--- src/rtl/snd_voice_sink.sv ---
// Four-voice square-wave tone generator driven by CPU register writes.
// A sample-rate prescaler advances each voice's phase and mixes enabled voices into an unsigned PCM sample.
module snd_voice_sink #(
   parameter int CLK_DIV = 1042,
   parameter int DUR_DIV = 48
) (
   input  logic        clk,
   input  logic        resetn,
   input  logic        snd_wen,
   input  logic [1:0]  w_param,
   input  logic [10:0] w_index,
   input  logic [15:0] w_val,
   output logic        sample_strobe,
   output logic [5:0]  audio_out,
   output logic [3:0]  voice_active
);

   localparam int CW = $clog2(CLK_DIV);
   localparam int DW = (DUR_DIV > 1) ? $clog2(DUR_DIV) : 1;
   localparam logic [CW-1:0] CLK_LAST = CW'(CLK_DIV - 1);
   localparam logic [DW-1:0] DUR_LAST = DW'(DUR_DIV - 1);

   localparam logic [1:0] P_PERIOD   = 2'd0;
   localparam logic [1:0] P_VOLUME   = 2'd1;
   localparam logic [1:0] P_DURATION = 2'd2;
   localparam logic [1:0] P_CONTROL  = 2'd3;

   logic [CW-1:0]      div_q, div_d;
   logic [DW-1:0]      dcnt_q, dcnt_d;
   logic [3:0][15:0]   period_q, period_d;
   logic [3:0][3:0]    volume_q, volume_d;
   logic [3:0][15:0]   dur_q, dur_d;
   logic [3:0][15:0]   phase_q, phase_d;
   logic [3:0]         active_q, active_d;
   logic [3:0]         level_q, level_d;
   logic [5:0]         audio_q, audio_d;

   logic strobe, dur_tick, wr_ok;
   logic [5:0] mix;

   assign strobe   = (div_q == CLK_LAST);
   assign dur_tick = strobe && (dcnt_q == DUR_LAST);
   assign wr_ok    = snd_wen && (w_index[10:2] == 9'd0);

   always_comb begin
      div_d  = strobe ? '0 : div_q + 1'b1;
      dcnt_d = dcnt_q;
      if (strobe) dcnt_d = dur_tick ? '0 : dcnt_q + 1'b1;
   end

   // Mix uses pre-update levels, so the output lags the phase state by one sample.
   always_comb begin
      mix = '0;
      for (int v = 0; v < 4; v++) begin
         if (active_q[v] && (period_q[v] != 16'd0) && level_q[v])
            mix = mix + {2'b00, volume_q[v]};
      end
      audio_d = strobe ? mix : audio_q;
   end

   always_comb begin
      period_d = period_q;
      volume_d = volume_q;
      dur_d    = dur_q;
      phase_d  = phase_q;
      active_d = active_q;
      level_d  = level_q;
      for (int v = 0; v < 4; v++) begin
         if (strobe && active_q[v] && (period_q[v] != 16'd0)) begin
            if (({1'b0, phase_q[v]} + 17'd1) >= {1'b0, period_q[v]}) begin
               phase_d[v] = 16'd0;
               level_d[v] = ~level_q[v];
            end else begin
               phase_d[v] = phase_q[v] + 16'd1;
            end
         end
         if (dur_tick && active_q[v] && (dur_q[v] != 16'd0)) begin
            dur_d[v] = dur_q[v] - 16'd1;
            if (dur_q[v] == 16'd1) active_d[v] = 1'b0;
         end
         // A write owns its field; a DURATION load or a disable also cancels that edge's countdown.
         if (wr_ok && (w_index[1:0] == 2'(v))) begin
            case (w_param)
               P_PERIOD:   period_d[v] = w_val;
               P_VOLUME:   volume_d[v] = w_val[3:0];
               P_DURATION: begin
                  dur_d[v]    = w_val;
                  active_d[v] = active_q[v];
               end
               P_CONTROL:  begin
                  active_d[v] = w_val[0];
                  if (!w_val[0]) dur_d[v] = dur_q[v];
                  if (w_val[1]) begin
                     phase_d[v] = 16'd0;
                     level_d[v] = 1'b1;
                  end
               end
               default: ;
            endcase
         end
      end
   end

   always_ff @(posedge clk or negedge resetn) begin
      if (!resetn) begin
         div_q    <= '0;
         dcnt_q   <= '0;
         period_q <= '0;
         volume_q <= '0;
         dur_q    <= '0;
         phase_q  <= '0;
         active_q <= '0;
         level_q  <= '0;
         audio_q  <= '0;
      end else begin
         div_q    <= div_d;
         dcnt_q   <= dcnt_d;
         period_q <= period_d;
         volume_q <= volume_d;
         dur_q    <= dur_d;
         phase_q  <= phase_d;
         active_q <= active_d;
         level_q  <= level_d;
         audio_q  <= audio_d;
      end
   end

   assign sample_strobe = strobe;
   assign audio_out     = audio_q;
   assign voice_active  = active_q;

endmodule

--- config.mk ---
export PLATFORM = sky130hd
export DESIGN_NAME = snd_voice_sink
export DESIGN_NICKNAME = d
export VERILOG_FILES = /design/src/rtl/snd_voice_sink.sv
export SDC_FILE = /design/constraint.sdc
export NUM_CORES = 1
export LEC_CHECK = 0
export ABC_AREA = 1
export CORE_UTILIZATION = 40
export DETAILED_ROUTE_END_ITERATION = 12
export SYNTH_ARGS = -nofsm -noshare
export SYNTH_HDL_FRONTEND = slang
export SYNTH_SLANG_ARGS = --single-unit
--- constraint.sdc ---
create_clock -name clk -period 10.5 [get_ports clk]
set_input_delay 1.575 -clock clk [delete_from_list [all_inputs] [get_ports clk]]
set_output_delay 1.575 -clock clk [all_outputs]
set_load 0.05 [all_outputs]
# Word-level counts from Yosys, hierarchy flattened
# Index checks and enable logic that the tools add are counted.
[classes]
n_addsub = 17
order_cmp = 4
eq_ne = 20
n_mux = 78
n_bitwise = 4
n_reduce_logical = 49
[ops]
columns = ["cell", "n"]
rows = [
  ["$mux W16", 32],
  ["$pmux W16 S2", 4],
  ["$reduce_bool A16 Y1", 8],
  ["$add A16 B1 Y17 const B", 4],
  ["$ge A17 B16 Y1", 4],
  ["$add A16 B1 Y16 const B", 4],
  ["$eq A16 B1 Y1 const B", 4],
  ["$sub A16 B1 Y16 const B", 4],
  ["$mux W1", 32],
  ["$logic_and A1 B1 Y1", 30],
  ["$mux W6", 4],
  ["$add A6 B4 Y6", 3],
  ["$reduce_and A2 Y1", 8],
  ["$ne A3 B3 Y1 const B", 4],
  ["$add A11 B1 Y11 const B", 1],
  ["$eq A11 B11 Y1 const B", 1],
  ["$mux W11", 1],
  ["$logic_not A9 Y1", 1],
  ["$eq A2 B2 Y1 const B", 4],
  ["$ne A2 B2 Y1 const B", 4],
  ["$pmux W1 S2", 4],
  ["$add A6 B1 Y6 const B", 1],
  ["$eq A6 B6 Y1 const B", 1],
  ["$eq A2 B1 Y1 const B", 2],
  ["other kinds (3)", 7],
]
[totals]
ff_bits = 239
input_bits = 32
out_inout_bits = 11
elab_cells = 196

# Depth between registers and ports, before layout
[depth]
word_depth = 10
ltp_mapped = 28
ltp_nobuf = 28

# Worst setup path before layout
# No wires, ideal clock.
[synth_path]
kind = "register -> register"
from = "register active_q[0] (netlist: voice_active[0])"
to = "register audio_q[1] (netlist: audio_out[1])"
setup_time_ns = 0.122
arrival_ns = 3.604
t_required_ns = 10.378
slack_ns = 6.774
path_stages_with_launch = 17
n_path_buf = 0
period_less_slack_ns = 3.726
path_cell_list = "dfrtp_1 nand2_1 nor2_1 nand2_1 inv_1 ha_1 inv_1 fa_1 nand2_1 nand2_1 fa_1 or2_2 nand2_1 fa_1 or2_2 nand3_1 nand2_1"
[synth_via]
elab_chain_len = 9
[synth_rtl]
columns = ["item", "line_no", "rtl"]
rows = [
  ["start: declaration", "34", "logic [3:0] active_q, active_d;"],
  ["start signal: assignment", "122", "active_q <= active_d;"],
  ["$logic_and A1 B1 Y1 * (2 in series)", "55", "if (active_q[v] && (period_q[v] != 16'd0) && level_q[v])"],
  ["$mux W4 *", "55", ""],
  ["$add A6 B4 Y6", "56", "mix = mix + {2'b00, volume_q[v]};"],
  ["$mux W6 *", "55", ""],
  ["$add A6 B4 Y6", "56", ""],
  ["$mux W6 *", "55", ""],
  ["$add A6 B4 Y6", "56", ""],
  ["$mux W6 *", "55", ""],
  ["end signal: assignment", "124", "audio_q <= audio_d;"],
  ["end: declaration", "36", "logic [5:0] audio_q, audio_d;"],
]
# Every way passes the cells marked *; elsewhere a longest branch is shown, timed or not.
# A chain may end at the register's enable or synchronous reset.

# Final worst setup path
[layout_path]
from = "register div_q[1]"
to = "output sample_strobe"
[layout_via]
elab_chain_len = 1
[layout_rtl]
columns = ["item", "line_no", "rtl"]
rows = [
  ["start: declaration", "28", "logic [CW-1:0] div_q, div_d;"],
  ["start signal: assignment", "116", "div_q <= div_d;"],
  ["$eq A11 B11 Y1", "41", "assign strobe = (div_q == CLK_LAST);"],
  ["end: declaration", "13", "output logic sample_strobe,"],
]
# No other way between the ends.

==> metrics.md <==
| Metric | Value |
|---|---|
| Cell area after layout | `19110 um2` |
| Total GRT Usage | `0.2315` |
| Worst-path clk slew | `60 ps` |
| Top delay family on crit path | `buffers and inverters` |
| Io pins | `43` |
| CTS max path bufs | `3` |
| Critical-path cell list | `inv_1 -> ha_1 -> nand2_1 -> nor2_1 -> nand2_1 -> nor2_4 -> clkdlybuf4s50_1` |
| Initial antenna violation count | `2` |
| TritonCTS Buffers | `30` |
| Core area | `42040 um2` |
| Clock Sinks | `239` |
| WP buf/inv | `2` |
| Synth unique cells | `51` |
| Max Cap Viol | `0` |
| Total Wirelength | `49.46 mm` |
| Synth Warn # | `0` |
| Setup Fix Bufs, Post-CTS | `0` |
| Critical path class | `flop to output pin` |
| Die W | `208.9 um` |
| Cell taking the most area after synthesis | `dfrtp_1` |
| Worst Max-Slew Pin Slew | `1247 ps` |
| Critical path's slowest cell | `clkdlybuf4s50_1` |
| Via Count | `15990` |
| Synth top area cells | `dfrtp_1 35%, nand2_1 17%, inv_1 7.1%` |
| Number of port buffers | `42` |
| Placed cell areas | `17950 um2` |
| GPL Wtd Cong | `0.9270` |
| Syn-to-layout area delta | `11.65%` |
| Vias in the first global route | `15280` |
| Setup-failing EPs final | `0` |
| Fillcell total | `4316` |
| Residual DRC | `0` |
| Initial core utilization | `0.4071` |
| Synth Flop Type | `dfrtp_1` |
| Vias per std cell | `5.248` |
| Power per cell area | `115.5 nW/um2` |
| Leakage power | `0.009353 uW` |
| DP HPWL | `36.10 mm` |
| Syn nets | `2593` |
| Fin nets | `2615` |
| Final min period | `4441 ps` |
| Post-route clock period utilization | `0.4230` |
| Worst EP required | `8930 ps` |
| Synth async-reset ratio | `1.000` |
| Share of layout cells above drive strength 1 | `0.04547` |
| Routed length per instance | `16.23 um` |
| Crit path launch type | `flop` |
| Maximum clock frequency | `225.2 MHz` |
| Die footprint | `43620 um2` |
| Crit-path max cell delay | `950 ps` |
| Cell repeated most along the worst path | `nand2_1` |
| Initial drt markers | `1076` |
| Die Y | `208.9 um` |
| Cts repair resizes | `0` |
| CTS Hold Buffers Added | `0` |
| Crit path DAT | `2870 ps` |
| Clock skew | `19.14 ps` |
| FP Rows | `75` |
| Largest net degree at the start of global routing | `112` |
| Final-report hold violation count | `0` |
| Status | `complete, no violations` |
| Worst skew pair latency | `580 ps` |
| Maximum fanout along the worst path | `17` |
| TritonCTS clock tree | `yes` |
| First-pass GRT wire length | `80.99 mm` |
| Seq/Total Area, Yosys | `0.3494` |
| Final Max Tran Viols | `0` |
| Synthesized area per cell | `6.952 um2` |
| Post-Syn Instances | `2462` |
| Yosys top cell area share | `0.3494` |
| RSZ-0062 raised after global routing | `false` |
| Synth Register Bits | `239` |
| Max IR drop VDD | `0.1078 mV` |
| Overflow after GRT | `0` |
| Hold WC Path Type | `flop to flop` |
| First-pass DRT Iterations | `5` |
| Fin Setup TNS | `0 ps` |
| H-tree depth | `1` |
| Slew HR | `0.1654` |
| EDFF count, synth | `0` |
| Post-Syn Area | `17120 um2` |
| Antenna Violating Nets Remaining | `0` |
| CTS Root Cell | `clkbuf_16` |
| Worst Setup End Kind | `output pin` |
## per-layer routing
metal / up-vias / global-route usage / share of wire
met4: 0 / 0.05908 / 0.025
met1: 7580 / 0.3183 / 0.47
met3: 71 / 0.02916 / 0.049
met5: - / 0 / 0
met2: 374 / 0.3846 / 0.46
li1: 7965 / - / -
## sequential cells by signal (all words and copies together) (netlist names)
name,flops
dcnt_q,6
dur_q,64
level_q,4
voice_active,4
volume_q,16
period_q,64
phase_q,64
audio_out,6
div_q,11
## tightest hold or removal path: cells and delay by family (launching register included)
family / cells / cell delay, ps
flip-flops: 1 / 340
AND/OR/NAND/NOR: 2 / 100
## cells in the final DEF (no fill, tap or decap), types with 3 or more instances in the layout
master,instances
o21ai_1,20
nand3b_1,6
nand3_1,115
dfrtp_1,239
nor2_4,10
ha_1,96
clkinvlp_4,4
or2_2,6
clkbuf_16,30
o211ai_2,3
fa_1,3
bufinv_16,8
nand3_2,7
o22ai_1,7
xor2_1,85
nand2_1,754
o21ai_0,180
inv_1,326
xnor2_1,18
nor2_1,237
nor3_4,5
o211ai_1,28
nor3_1,46
nor3b_1,5
nand4_1,74
a21oi_1,89
inv_2,9
clkinv_2,3
nor4_1,4
clkdlybuf4s50_1,41
nor2_2,9
clkbuf_8,6
## per-stage QoR
stage	power, uW	std cells	hold WS [ps]	util	worst slack (ps)
6_report	2207	3047	474.5	0.4546	6059
5_1_grt	2275	3047	510.4	0.4546	5882
4_1_cts	2235	3046	482.2	0.4545	6000
3_5_place_dp	1027	2991	466.6	0.4271	5885
3_3_place_gp	1026	2991	462.8	0.4271	5910
2_1_floorplan	968.3	2462	451.7	-	6774
## cell usage after synthesis, types with 4 or more instances
master      n
nand2_1   754
inv_1     326
dfrtp_1   239
nor2_1    237
o21ai_0   180
nand3_1   115
ha_1       96
a21oi_1    89
xor2_1     85
nand4_1    74
nor3_1     46
o211ai_1   28
clkbuf_1   24
o21ai_1    20
xnor2_1    18
buf_2      17
nor2_4     10
inv_2       9
nor2_2      9
buf_4       8
nand3_2     7
o22ai_1     7
nand3b_1    6
or2_2       6
nor3_4      5
nor3b_1     5
nor4_1      4
## final timing paths
kind                       cells past startpoint  slack, ps          from             to
max in group asynchronous                      3       7210        resetn   period_q[58]
min in group asynchronous                      1       1050        resetn   audio_out[2]
setup / recovery                               7       6060      div_q[1]  sample_strobe
hold / removal                                 2        470  audio_out[2]   audio_out[2]
setup reg to reg                              25       6290   period_q[0]   audio_out[5]
hold reg to reg                                2        470  audio_out[2]   audio_out[2]
## cells by family (layout without fill, tap and decap cells)
group	count (synthesis)	after routing	synth area share
buffers and inverters	390	435	0.08984
XOR/XNOR	103	103	0.05270
flip-flops	239	239	0.3494
other	0	1	0
AND/OR/NAND/NOR	1288	1288	0.3254
AO/OA/AOI/OAI	343	343	0.1089
adder cells (fa/ha/maj)	99	99	0.07368
## layout make-up
cell class | instances | area (um2) | share of cell area
multi-input combinational | 1833 | 9598 | 0.5022
sequential | 239 | 5981 | 0.3130
inverter | 336 | 1261 | 0.06599
clock buffer | 38 | 840.8 | 0.04400
tap | 539 | 674.4 | 0.03529
timing repair buffer | 44 | 440.4 | 0.02305
clock inverter | 17 | 312.8 | 0.01637
antenna | 1 | 2.502 | 0.0001309
## power breakdown
group / internal [uW] / switching [uW] / leakage, uW / total [uW]
registers: 923 / 2.32 / 0.00293 / 926
clock network: 763 / 436 / 0.000554 / 1200
logic: 18.9 / 63.8 / 0.00587 / 82.8
Note: power is estimated with default switching activity, not from simulation.
==> edit: new RTL, same flow settings <==
Add an input register stage for `snd_wen`, `w_param`, `w_index` and `w_val`, cleared by the reset; this delays them by one clock.
--- a/src/rtl/snd_voice_sink.sv
+++ b/src/rtl/snd_voice_sink.sv
@@ -25,6 +25,25 @@
    localparam logic [1:0] P_DURATION = 2'd2;
    localparam logic [1:0] P_CONTROL  = 2'd3;
 
+   logic snd_wen_q;
+   logic [1:0] w_param_q;
+   logic [10:0] w_index_q;
+   logic [15:0] w_val_q;
+
+   always_ff @(posedge clk or negedge resetn) begin
+      if (!resetn) begin
+         snd_wen_q <= '0;
+         w_param_q <= '0;
+         w_index_q <= '0;
+         w_val_q   <= '0;
+      end else begin
+         snd_wen_q <= snd_wen;
+         w_param_q <= w_param;
+         w_index_q <= w_index;
+         w_val_q   <= w_val;
+      end
+   end
+
    logic [CW-1:0]      div_q, div_d;
    logic [DW-1:0]      dcnt_q, dcnt_d;
    logic [3:0][15:0]   period_q, period_d;
@@ -40,7 +59,7 @@
 
    assign strobe   = (div_q == CLK_LAST);
    assign dur_tick = strobe && (dcnt_q == DUR_LAST);
-   assign wr_ok    = snd_wen && (w_index[10:2] == 9'd0);
+   assign wr_ok    = snd_wen_q && (w_index_q[10:2] == 9'd0);
 
    always_comb begin
       div_d  = strobe ? '0 : div_q + 1'b1;
@@ -79,18 +98,18 @@
             if (dur_q[v] == 16'd1) active_d[v] = 1'b0;
          end
          // A write owns its field; a DURATION load or a disable also cancels that edge's countdown.
-         if (wr_ok && (w_index[1:0] == 2'(v))) begin
-            case (w_param)
-               P_PERIOD:   period_d[v] = w_val;
-               P_VOLUME:   volume_d[v] = w_val[3:0];
+         if (wr_ok && (w_index_q[1:0] == 2'(v))) begin
+            case (w_param_q)
+               P_PERIOD:   period_d[v] = w_val_q;
+               P_VOLUME:   volume_d[v] = w_val_q[3:0];
                P_DURATION: begin
-                  dur_d[v]    = w_val;
+                  dur_d[v]    = w_val_q;
                   active_d[v] = active_q[v];
                end
                P_CONTROL:  begin
-                  active_d[v] = w_val[0];
-                  if (!w_val[0]) dur_d[v] = dur_q[v];
-                  if (w_val[1]) begin
+                  active_d[v] = w_val_q[0];
+                  if (!w_val_q[0]) dur_d[v] = dur_q[v];
+                  if (w_val_q[1]) begin
                      phase_d[v] = 16'd0;
                      level_d[v] = 1'b1;
                   end
Check against the original RTL: not equivalent (a bounded check fails within 4 cycles, from zero or initial values and one cycle with resetn low).
==> edit against the original RTL <==
  * Clock power up 4%
  * Sequential cell count is 30 higher
  * Total power up 8.1%
  * Worst setup slack improved by 0.28 ns
  * Via count rose by 0.68%
  * Count of clock-buffer cells in the layout grew 6
  * Synthesized area rose by 2.8%
  * Final area rose by 3.3%
  * Routed wire length increased by 0.77%
  * Global-route usage is 0.21 points lower
  * Largest cell class unchanged
  * Utilization rose by 0.17 points
  * Combinational power rose by 2%
  * Sequential share of layout area grew 2.8 points
==> edit: results (changes against the original RTL) <==
R2R setup slack=6.66 ns (+0.37 ns); RePlAce Congestion=0.921 (-0.66%); Worst VDD drop=0.000105 V (-2.8%); Post-synth top cells=690 x nand2_1, 350 x inv_1, 269 x dfrtp_1; sequential area share after synthesis=38.3% (+3.3 points); leakage power=10.2 nW (+9.5%); clk_lat worst skew=0.53 ns (-0.05 ns); Layout fillers=4394 (+1.8%); Sw Pwr=0.551 mW (+9.8%); Worst Path Max Fanout=13 (-4); diodes inserted=0 (-1); total wire length=49800 µm (+0.77%); Final Cell Area=0.0197 mm² (+3.3%); status=completed; Crit path arrival time=2.59 ns (-0.28 ns); Distinct cells, synth=43 (-16%); largest net degree at the start of global routing=95 (-15%); GR Layer Usage met1=31.1% (-0.70 points); Post-DP Area=0.0186 mm² (+3.3%); Max H-tree Level=2 (+1); Num CTS Buffers=35 (+17%); clock skew=0.0189 ns (-0.000210 ns); share of cells above drive strength 1=4.28% (-0.27 points); hold slack=0.462 ns (-0.0122 ns); first-pass GRT wire length=81600 µm (+0.73%); top cells by area, synth=dfrtp_1 38%, nand2_1 15%, inv_1 7.5%, ha_1 6.8%, nor2_1 5.1%; DR iter-0 viols=909 (-16%); Worst-Margin Slew=1.11 ns (-0.133 ns); initial antenna violation count=1 (-1); nets=2632 (+0.65%)
[edit: cell types whose count changed after synthesis, sizes merged, moves of 7 or more]
cell    delta
nand2     -65
nand3     +10
nand4     +17
xor2      -20
clkbuf     +7
o211ai     -9
a21oi     +31
dfrtp     +30
inv       +20
o21ai     -11
[edit: logic make-up (layout without fill, tap and decap cells)]
family,after synthesis,after routing,share of synthesized area [%]
and+or+nand+nor,1256,1256,30.9
AOI/OAI and AO/OA,353,353,10.6
DFF,269,269,38.3
buffers and inverters,414,469,9.11
xor gates and xnor gates,79,79,3.93
adders and majority gates,99,99,7.17
[edit: area by class of cell]
| cell class | count | area share [%] |
|---|---|---|
| multi-input combinational | 1787 | 46.9 |
| tap | 585 | 3.71 |
| inverter | 358 | 6.81 |
| timing repair buffer | 50 | 2.46 |
| clock buffer | 44 | 5.03 |
| clock inverter | 17 | 0.995 |
| sequential | 269 | 34.1 |
[edit: final timing paths]
kind / cells past startpoint / startpoint / endpoint
max: 5 / div_q[1] / sample_strobe
min: 1 / dcnt_q[5] / dcnt_q[5]
max reg2reg: 28 / period_q[11] / audio_out[5]
min reg2reg: 1 / dcnt_q[5] / dcnt_q[5]
max in group asynchronous: 3 / resetn / level_q[0]
min in group asynchronous: 1 / resetn / div_q[10]
[edit: metal layers]
layer | vias to the layer above | wire length [µm]
li1 | 8027 | -
met4 | 0 | 1590
met3 | 105 | 2470
met1 | 7562 | 23200
met5 | - | 0
met2 | 405 | 22600
[edit: power groups by stage]
stage	combinational (mW)	sequential, mW	clock (mW)
6_report	0.0843	1.05	1.25
2_1_floorplan	0.0309	1.07	0
4_1_cts	0.0867	1.05	1.28
5_1_grt	0.0944	1.05	1.31
3_3_place_gp	0.0858	1.07	0
3_5_place_dp	0.0865	1.07	0
[edit: through the flow]
stage          worst slack (ns)  total power [mW]  cells
3_5_place_dp               6.56              1.16   3049
3_3_place_gp               6.61              1.16   3049
5_1_grt                    6.25              2.46   3110
4_1_cts                    6.30              2.42   3110
2_1_floorplan              6.77              1.10   2470
6_report                   6.34              2.38   3110
